`config.mk`:
```
export PLATFORM = sky130hd
export DESIGN_NAME = cdc_clear_sequencer
export DESIGN_NICKNAME = d
export VERILOG_FILES = /design/src/rtl/cdc_clear_sequencer.sv
export SDC_FILE = /design/constraint.sdc
export NUM_CORES = 1
export LEC_CHECK = 0
export BUFFER_PORTS_ARGS = -buffer_cell sky130_fd_sc_hd__buf_2
export CAP_MARGIN = 20
export CORE_MARGIN = 3
export CORE_UTILIZATION = 30
export CTS_CLUSTER_DIAMETER = 80
export CTS_CLUSTER_SIZE = 10
export DETAILED_ROUTE_END_ITERATION = 12
export PLACE_DENSITY = 0.54
export SETUP_SLACK_MARGIN = 0.05
export SLEW_MARGIN = 20
export SYNTH_ARGS = -nofsm -noshare
export SYNTH_HDL_FRONTEND = slang
export SYNTH_SLANG_ARGS = --single-unit
```
`constraint.sdc`:
```
create_clock -name clk_i -period 2.3 [get_ports clk_i]
set_clock_uncertainty 0.2 [all_clocks]
set_input_delay 0.23 -clock clk_i [delete_from_list [all_inputs] [get_ports clk_i]]
set_output_delay 0.23 -clock clk_i [all_outputs]
set_load 0.005 [all_outputs]
```
`src/rtl/cdc_clear_sequencer.sv`:
```
// CDC clear sequencer: walks one side of the clear handshake
// IDLE -> ISOLATE -> CLEAR -> POST_CLEAR -> IDLE in lockstep with the peer.
module cdc_clear_sequencer #(
  parameter int CLEAR_CYCLES      = 1,
  parameter int POST_CLEAR_CYCLES = 2
) (
  input  logic       clk_i,
  input  logic       rst_ni,
  input  logic       clear_req_i,
  output logic       busy_o,
  output logic       isolate_o,
  input  logic       isolate_ack_i,
  output logic       clear_o,
  output logic [1:0] phase_o,
  input  logic [1:0] phase_ack_i,
  output logic       done_o
);

  localparam logic [1:0] IDLE       = 2'd0;
  localparam logic [1:0] ISOLATE    = 2'd1;
  localparam logic [1:0] CLEAR      = 2'd2;
  localparam logic [1:0] POST_CLEAR = 2'd3;

  localparam int CW = $clog2(256);
  localparam logic [CW-1:0] CLR_LOAD  = CW'(CLEAR_CYCLES - 1);
  localparam logic [CW-1:0] POST_LOAD = CW'(POST_CLEAR_CYCLES);

  logic [1:0]    state_q, state_d;
  logic [CW-1:0] cnt_q, cnt_d;
  logic          pending_q, pending_d;
  logic          iso_q, clr_q, done_q;
  logic          cnt_zero;

  assign cnt_zero = (cnt_q == '0);

  always_comb begin
    state_d   = state_q;
    cnt_d     = cnt_q;
    pending_d = pending_q | clear_req_i;
    unique case (state_q)
      IDLE: begin
        if ((pending_q | clear_req_i) && phase_ack_i == IDLE) begin
          state_d   = ISOLATE;
          // the request that starts a sequence is consumed by it
          pending_d = 1'b0;
        end
      end
      ISOLATE: begin
        if (isolate_ack_i && phase_ack_i == ISOLATE) begin
          state_d = CLEAR;
          cnt_d   = CLR_LOAD;
        end
      end
      CLEAR: begin
        if (cnt_zero && phase_ack_i == CLEAR) begin
          state_d = POST_CLEAR;
          cnt_d   = POST_LOAD;
        end else if (!cnt_zero) begin
          cnt_d = cnt_q - 1'b1;
        end
      end
      POST_CLEAR: begin
        if (cnt_zero && phase_ack_i == POST_CLEAR) begin
          state_d = IDLE;
        end else if (!cnt_zero) begin
          cnt_d = cnt_q - 1'b1;
        end
      end
      default: state_d = IDLE;
    endcase
  end

  always_ff @(posedge clk_i or negedge rst_ni) begin
    if (!rst_ni) begin
      state_q   <= IDLE;
      cnt_q     <= '0;
      pending_q <= 1'b0;
      iso_q     <= 1'b0;
      clr_q     <= 1'b0;
      done_q    <= 1'b0;
    end else begin
      state_q   <= state_d;
      cnt_q     <= cnt_d;
      pending_q <= pending_d;
      iso_q     <= (state_d != IDLE);
      clr_q     <= (state_d == CLEAR);
      done_q    <= (state_q == POST_CLEAR) && (state_d == IDLE);
    end
  end

  assign phase_o   = state_q;
  assign isolate_o = iso_q;
  assign clear_o   = clr_q;
  assign done_o    = done_q;
  assign busy_o    = (state_q != IDLE) | pending_q;

endmodule
```
==> results_dict.tcl, run 1 <==
set metrics [dict create \
    drive_above_1_share 0.260 \
    slew_viol_final 0 \
    layout_commonest_cell "dfrtp_1" \
    period_share 0.929 \
    syn_to_final_growth_pct 18.2 \
    path_class "reg -> reg" \
    r2r_setup_slack_ps 160 \
    netlist_instances 80 \
    crit_buf_inv 1 \
    grt_pass1_vias 669 \
    clkPwrFrac 0.144 \
    cts_sinks 14 \
    hp-class "in -> reg" \
    io_pins 12 \
    drt-pass1-iter-count 4 \
    required_ps 2280 \
    synth_edf_count 0 \
    seqPwrFrac 0.366 \
    port_buffers 11 \
    worst_slack_ps 163 \
    ant_nets 0 \
    synth_seq_cells 14 \
    critPathSlowestCell "or4b_4" \
    rsz0062_at_grt "no" \
    min_period_ps 2140 \
    antenna_found_initial 0 \
    powerDensity_nw_per_um2 1340 \
    hold_path_depth 2 \
    tightest_slew_ps 523 \
    status "complete, no violations" \
    synth_top_area_cell "dfrtp_1" \
    overflow 0 \
    numCtsBuffers 3 \
    clock_latency_ps 290 \
    synth_ff_type "dfrtp_1" \
    synthArstFlopShare 1.00 \
    path_cells "inv_1 -> ha_1 -> or4b_4 -> o21ai_4 -> nor3_1 -> a211o_1" \
    final_cell_mix "dfrtp_1, buf_2, inv_1" \
    yosys.area.top_type_share 0.433 \
    detail_route.wl_per_cell_microns 13.7 \
    p_leak_uw 0.000429 \
    postSynthNetCount 88 \
    report.final.hold_viol_count 0 \
    cts_resized 0 \
    vias_per_cell 5.52 \
    start_kind "flip-flop" \
    htree_levels 1 \
    num_vias 695 \
    swShare 0.428 \
    cp_top_family "simple AND/OR/NAND/NOR gates" \
    gp_congestion 0.885 \
    critPathArrivalTime_ps 2120 \
    pwr-share-comb 0.489 \
    post-place-ws_ps 194 \
    tns_ps 0 \
    max_slew_margin 0.648 \
    power_switching_uw 548 \
    grt_pass1_wl_microns 2990 \
    fin_util 0.379 \
    drt_iter0_markers 25 \
    grt_usage 0.115 \
    synth_area_leaders "dfrtp_1, inv_1, ha_1" \
    die_width_microns 57.9 \
    ys_types 40 \
    die_h_microns 57.9 \
    wirelength_microns 1720 \
    ff2ff_path_depth 6 \
    cap_violations 0 \
    crit_fanout 7 \
    finalSetupViolations 0 \
    cts-root-buf "clkbuf_4" \
    worst-path-stages 6 \
    rows 18 \
    cts_setup_buffers 0 \
    core-area_sq_um 2520 \
    nFillCells 254 \
    antenna_cells 0 \
    hpwl_microns 1300 \
    vdd_drop_max_v 0.000654 \
    grt_max_degree 15 \
    syn_avg_cell_area_sq_um 10.1 \
    path_clk_slew_ps 90 \
    initial_core_util 0.321 \
    design.die.area_sq_um 3360 \
    holdWs_ps 84.6 \
    critPathMaxStageDelay_ps 520 \
    synth_area_sq_um 810 \
    intPower_uw 733 \
    nNetsFinal 105 \
    ys_seq_area_frac 0.433 \
    fmax_mhz 468 \
    cts_tree "done" \
    critPathCaptureType "flip-flop" \
    drc_errors 0 \
    clk_path_buf_depth 2 \
    yosys_warnings 0 \
]
-- synthesized netlist by cell type (2+ instances only) --
cell / count
nand2_1: 3
or3_1: 2
dfrtp_1: 14
nor2b_1: 2
inv_1: 8
nand3_1: 3
o31ai_1: 3
nor2_1: 4
ha_1: 2
a311oi_1: 2
and2_1: 2
and3_1: 2
nor3_1: 4
a21oi_1: 2
nand3b_1: 2
-- power groups by stage --
stage	logic [uW]	clock network, uW	registers (uW)
global placement	616	0	475
finish	627	185	469
global route	697	198	491
CTS	628	186	467
detailed placement	625	0	470
floorplan	480	0	446
-- state kept, by name (all words and copies together), names as in the netlist --
register / flops
pending_q: 1
phase_o: 2
done_o: 1
cnt_q: 8
clear_o: 1
isolate_o: 1
-- layer usage --
metal,vias up,wire (microns),share of wire,GRT usage
li1,338,-,-,-
met1,332,797,0.46,0.150
met2,19,787,0.46,0.177
met3,6,94,0.055,0.0245
met4,0,42,0.024,0.0596
met5,-,0,0,0
-- area by class of cell --
class | count | area (sq um) | area share
multi-input cells | 55 | 417 | 0.435
well taps | 30 | 37.5 | 0.0392
clock buffers | 4 | 36.3 | 0.0379
flip-flops and latches | 14 | 350 | 0.366
inverters | 9 | 33.8 | 0.0353
repair buffers | 14 | 82.6 | 0.0863
-- final timing paths --
| path | start | endpoint |
|---|---|---|
| worst max-delay path | cnt_q[1] | cnt_q[4] |
| worst min-delay path | phase_ack_i[1] | done_o |
| worst max register to register | cnt_q[1] | cnt_q[4] |
| worst min register to register | pending_q | pending_q |
| max in group asynchronous | rst_ni | cnt_q[2] |
| min in group asynchronous | rst_ni | cnt_q[1] |
-- logic make-up after synthesis --
group | after synthesis | synth area share
flops | 14 | 0.433
compound gates | 22 | 0.247
fa+ha+maj | 2 | 0.0309
simple gates | 30 | 0.224
buf+inv | 11 | 0.0525
mux | 1 | 0.0124
-- timing repair --
item                       4_1_cts  5_1_grt
setup endpoints to repair        0        0
hold endpoints to repair        15        0
hold buffers                     2        0
-- per-stage QoR --
stage	instance area [sq um]	instances	power [uW]
after detailed placement	901	120	1100
after CTS	957	126	1280
final	957	126	1280
after global routing	957	126	1390
after global placement	901	120	1090
after floorplan	810	80	926
No activity file was read; power rests on OpenSTA's default activity.
==> run 2: changes to the inputs <==
--- a/config.mk
+++ b/config.mk
@@ -14,6 +14,7 @@
 export DETAILED_ROUTE_END_ITERATION = 12
 export PLACE_DENSITY = 0.54
 export SETUP_SLACK_MARGIN = 0.05
+export SKIP_LAST_GASP = 1
 export SLEW_MARGIN = 20
 export SYNTH_ARGS = -nofsm -noshare
 export SYNTH_HDL_FRONTEND = slang
==> constraint.sdc (replaced) <==
create_clock -name clk_i -period 2.7 [get_ports clk_i]
set_clock_uncertainty 0.2 [all_clocks]
set_input_delay 0.27 -clock clk_i [delete_from_list [all_inputs] [get_ports clk_i]]
set_output_delay 0.27 -clock clk_i [all_outputs]
set_load 0.005 [all_outputs]
==> results_dict.tcl, run 2 (synthesized netlist as in run 1, its figures left out) <==
set metrics [dict create \
    path_cells "inv_1 -> ha_1 -> or4b_4 -> o21ai_4 -> nor3_1 -> a211o_1" \
    path_clk_slew_ps 90 \
    cap_violations 0 \
    report.final.hold_viol_count 0 \
    die_width_microns 57.9 \
    wirelength_microns 1670 \
    p_leak_uw 0.000421 \
    min_period_ps 2120 \
    gp_congestion 0.870 \
    io_pins 12 \
    nFillCells 268 \
    finalSetupViolations 0 \
    drt_iter0_markers 24 \
    clk_path_buf_depth 2 \
    hpwl_microns 1220 \
    place_inst 119 \
    detail_route.wl_per_cell_microns 13.5 \
    max_slew_margin 0.657 \
    initial_core_util 0.321 \
    antenna_cells 0 \
    nNetsFinal 103 \
    hp-class "in -> reg" \
    crit_fanout 7 \
    critPathSlowestCell "or4b_4" \
    ff2ff_path_depth 6 \
    status "complete, no violations" \
    powerDensity_nw_per_um2 1140 \
    critPathCaptureType "flip-flop" \
    vias_per_cell 5.46 \
    layoutNonFillerInstCount 124 \
    syn_to_final_growth_pct 16.1 \
    cts_tree "done" \
    design.die.area_sq_um 3360 \
    r2r_setup_slack_ps 580 \
    cts-root-buf "clkbuf_4" \
    die_h_microns 57.9 \
    cts_resized 0 \
    layout_commonest_cell "dfrtp_1" \
    required_ps 2670 \
    critPathArrivalTime_ps 2090 \
    cts_sinks 14 \
    grt_pass1_vias 599 \
    drt-pass1-iter-count 4 \
    cp-startpoint "cnt_q[0]" \
    slew_viol_final 0 \
    core-area_sq_um 2520 \
    tightest_slew_ps 509 \
    final_cell_mix "dfrtp_1, buf_2, inv_1" \
    path_class "reg -> reg" \
    multi_input_area_sq_um 417 \
    crit_end "cnt_q[4]" \
    start_kind "flip-flop" \
    rows 18 \
    rsz0062_at_grt "no" \
    fmax_mhz 473 \
    drive_above_1_share 0.255 \
    grt_max_degree 15 \
    port_buffers 11 \
    htree_levels 1 \
    tns_ps 0 \
    antenna_found_initial 0 \
    overflow 0 \
    drc_errors 0 \
    period_share 0.784 \
    clock_latency_ps 280 \
    rr_startpoint "cnt_q[0]" \
    largest_register_ffs 8 \
    r2r_end "cnt_q[4]" \
    ant_nets 0 \
    holdWs_ps 46.2 \
    numCtsBuffers 3 \
    grt_pass1_wl_microns 2730 \
    seq_area_sq_um 350 \
    grt_usage 0.107 \
    critPathMaxStageDelay_ps 520 \
    num_vias 677 \
    regMostFlops "cnt_q" \
    vdd_drop_max_v 0.000522 \
]
[run 2: per-stage QoR]
| stage | instance area [sq um] | total power [uW] | utilization | setup WS, ps |
|---|---|---|---|---|
| finish | 940 | 1070 | 0.373 | 584 |
| global route | 940 | 1150 | 0.373 | 505 |
| global placement | 893 | 915 | 0.354 | 655 |
| CTS | 940 | 1070 | 0.373 | 604 |
| floorplan | 810 | 789 | - | 733 |
| detailed placement | 893 | 919 | 0.354 | 623 |
[run 2: layout make-up]
class	instances	share of cell area
timing repair buffer	12	0.0692
multi-input combinational	55	0.443
inverter	9	0.0360
clock buffer	4	0.0386
sequential	14	0.373
tap	30	0.0399
[run 2: worst max-delay path, delay by kind of cell (launching register included)]
family / cells / cell delay, ps
simple gates: 2 / 600
compound gates: 2 / 500
flops: 1 / 420
fa+ha+maj: 1 / 160
buf+inv: 1 / 130
[run 2: routing by layer]
layer,global-route usage,vias up,share of wire
li1,-,326,-
met1,0.133,310,0.44
met2,0.163,31,0.44
met3,0.0423,10,0.080
met4,0.0464,0,0.035
met5,0,-,0
[run 2: what timing repair did]
item / CTS / global route
buffers inserted: 0 / 0
hold buffers: 1 / 0
hold endpoints to repair: 14 / 0
[run 2: report_power, final]
group	internal [uW]	switching [uW]	leakage [uW]
Sequential	298	116	0.000166
Combinational	233	271	0.000234
Clock	82.0	68.2	0.0000210
Total	614	455	0.000421
[run 2: worst min-delay path by stage]
stage	slack, ps	cells past startpoint	from	to
floorplan	-230	0	rst_ni	clear_o
finish	50	3	clear_req_i	pending_q
CTS	40	3	clear_req_i	pending_q
global placement	-20	1	rst_ni	cnt_q[6]
global route	50	3	clear_req_i	pending_q
detailed placement	-20	1	rst_ni	cnt_q[6]
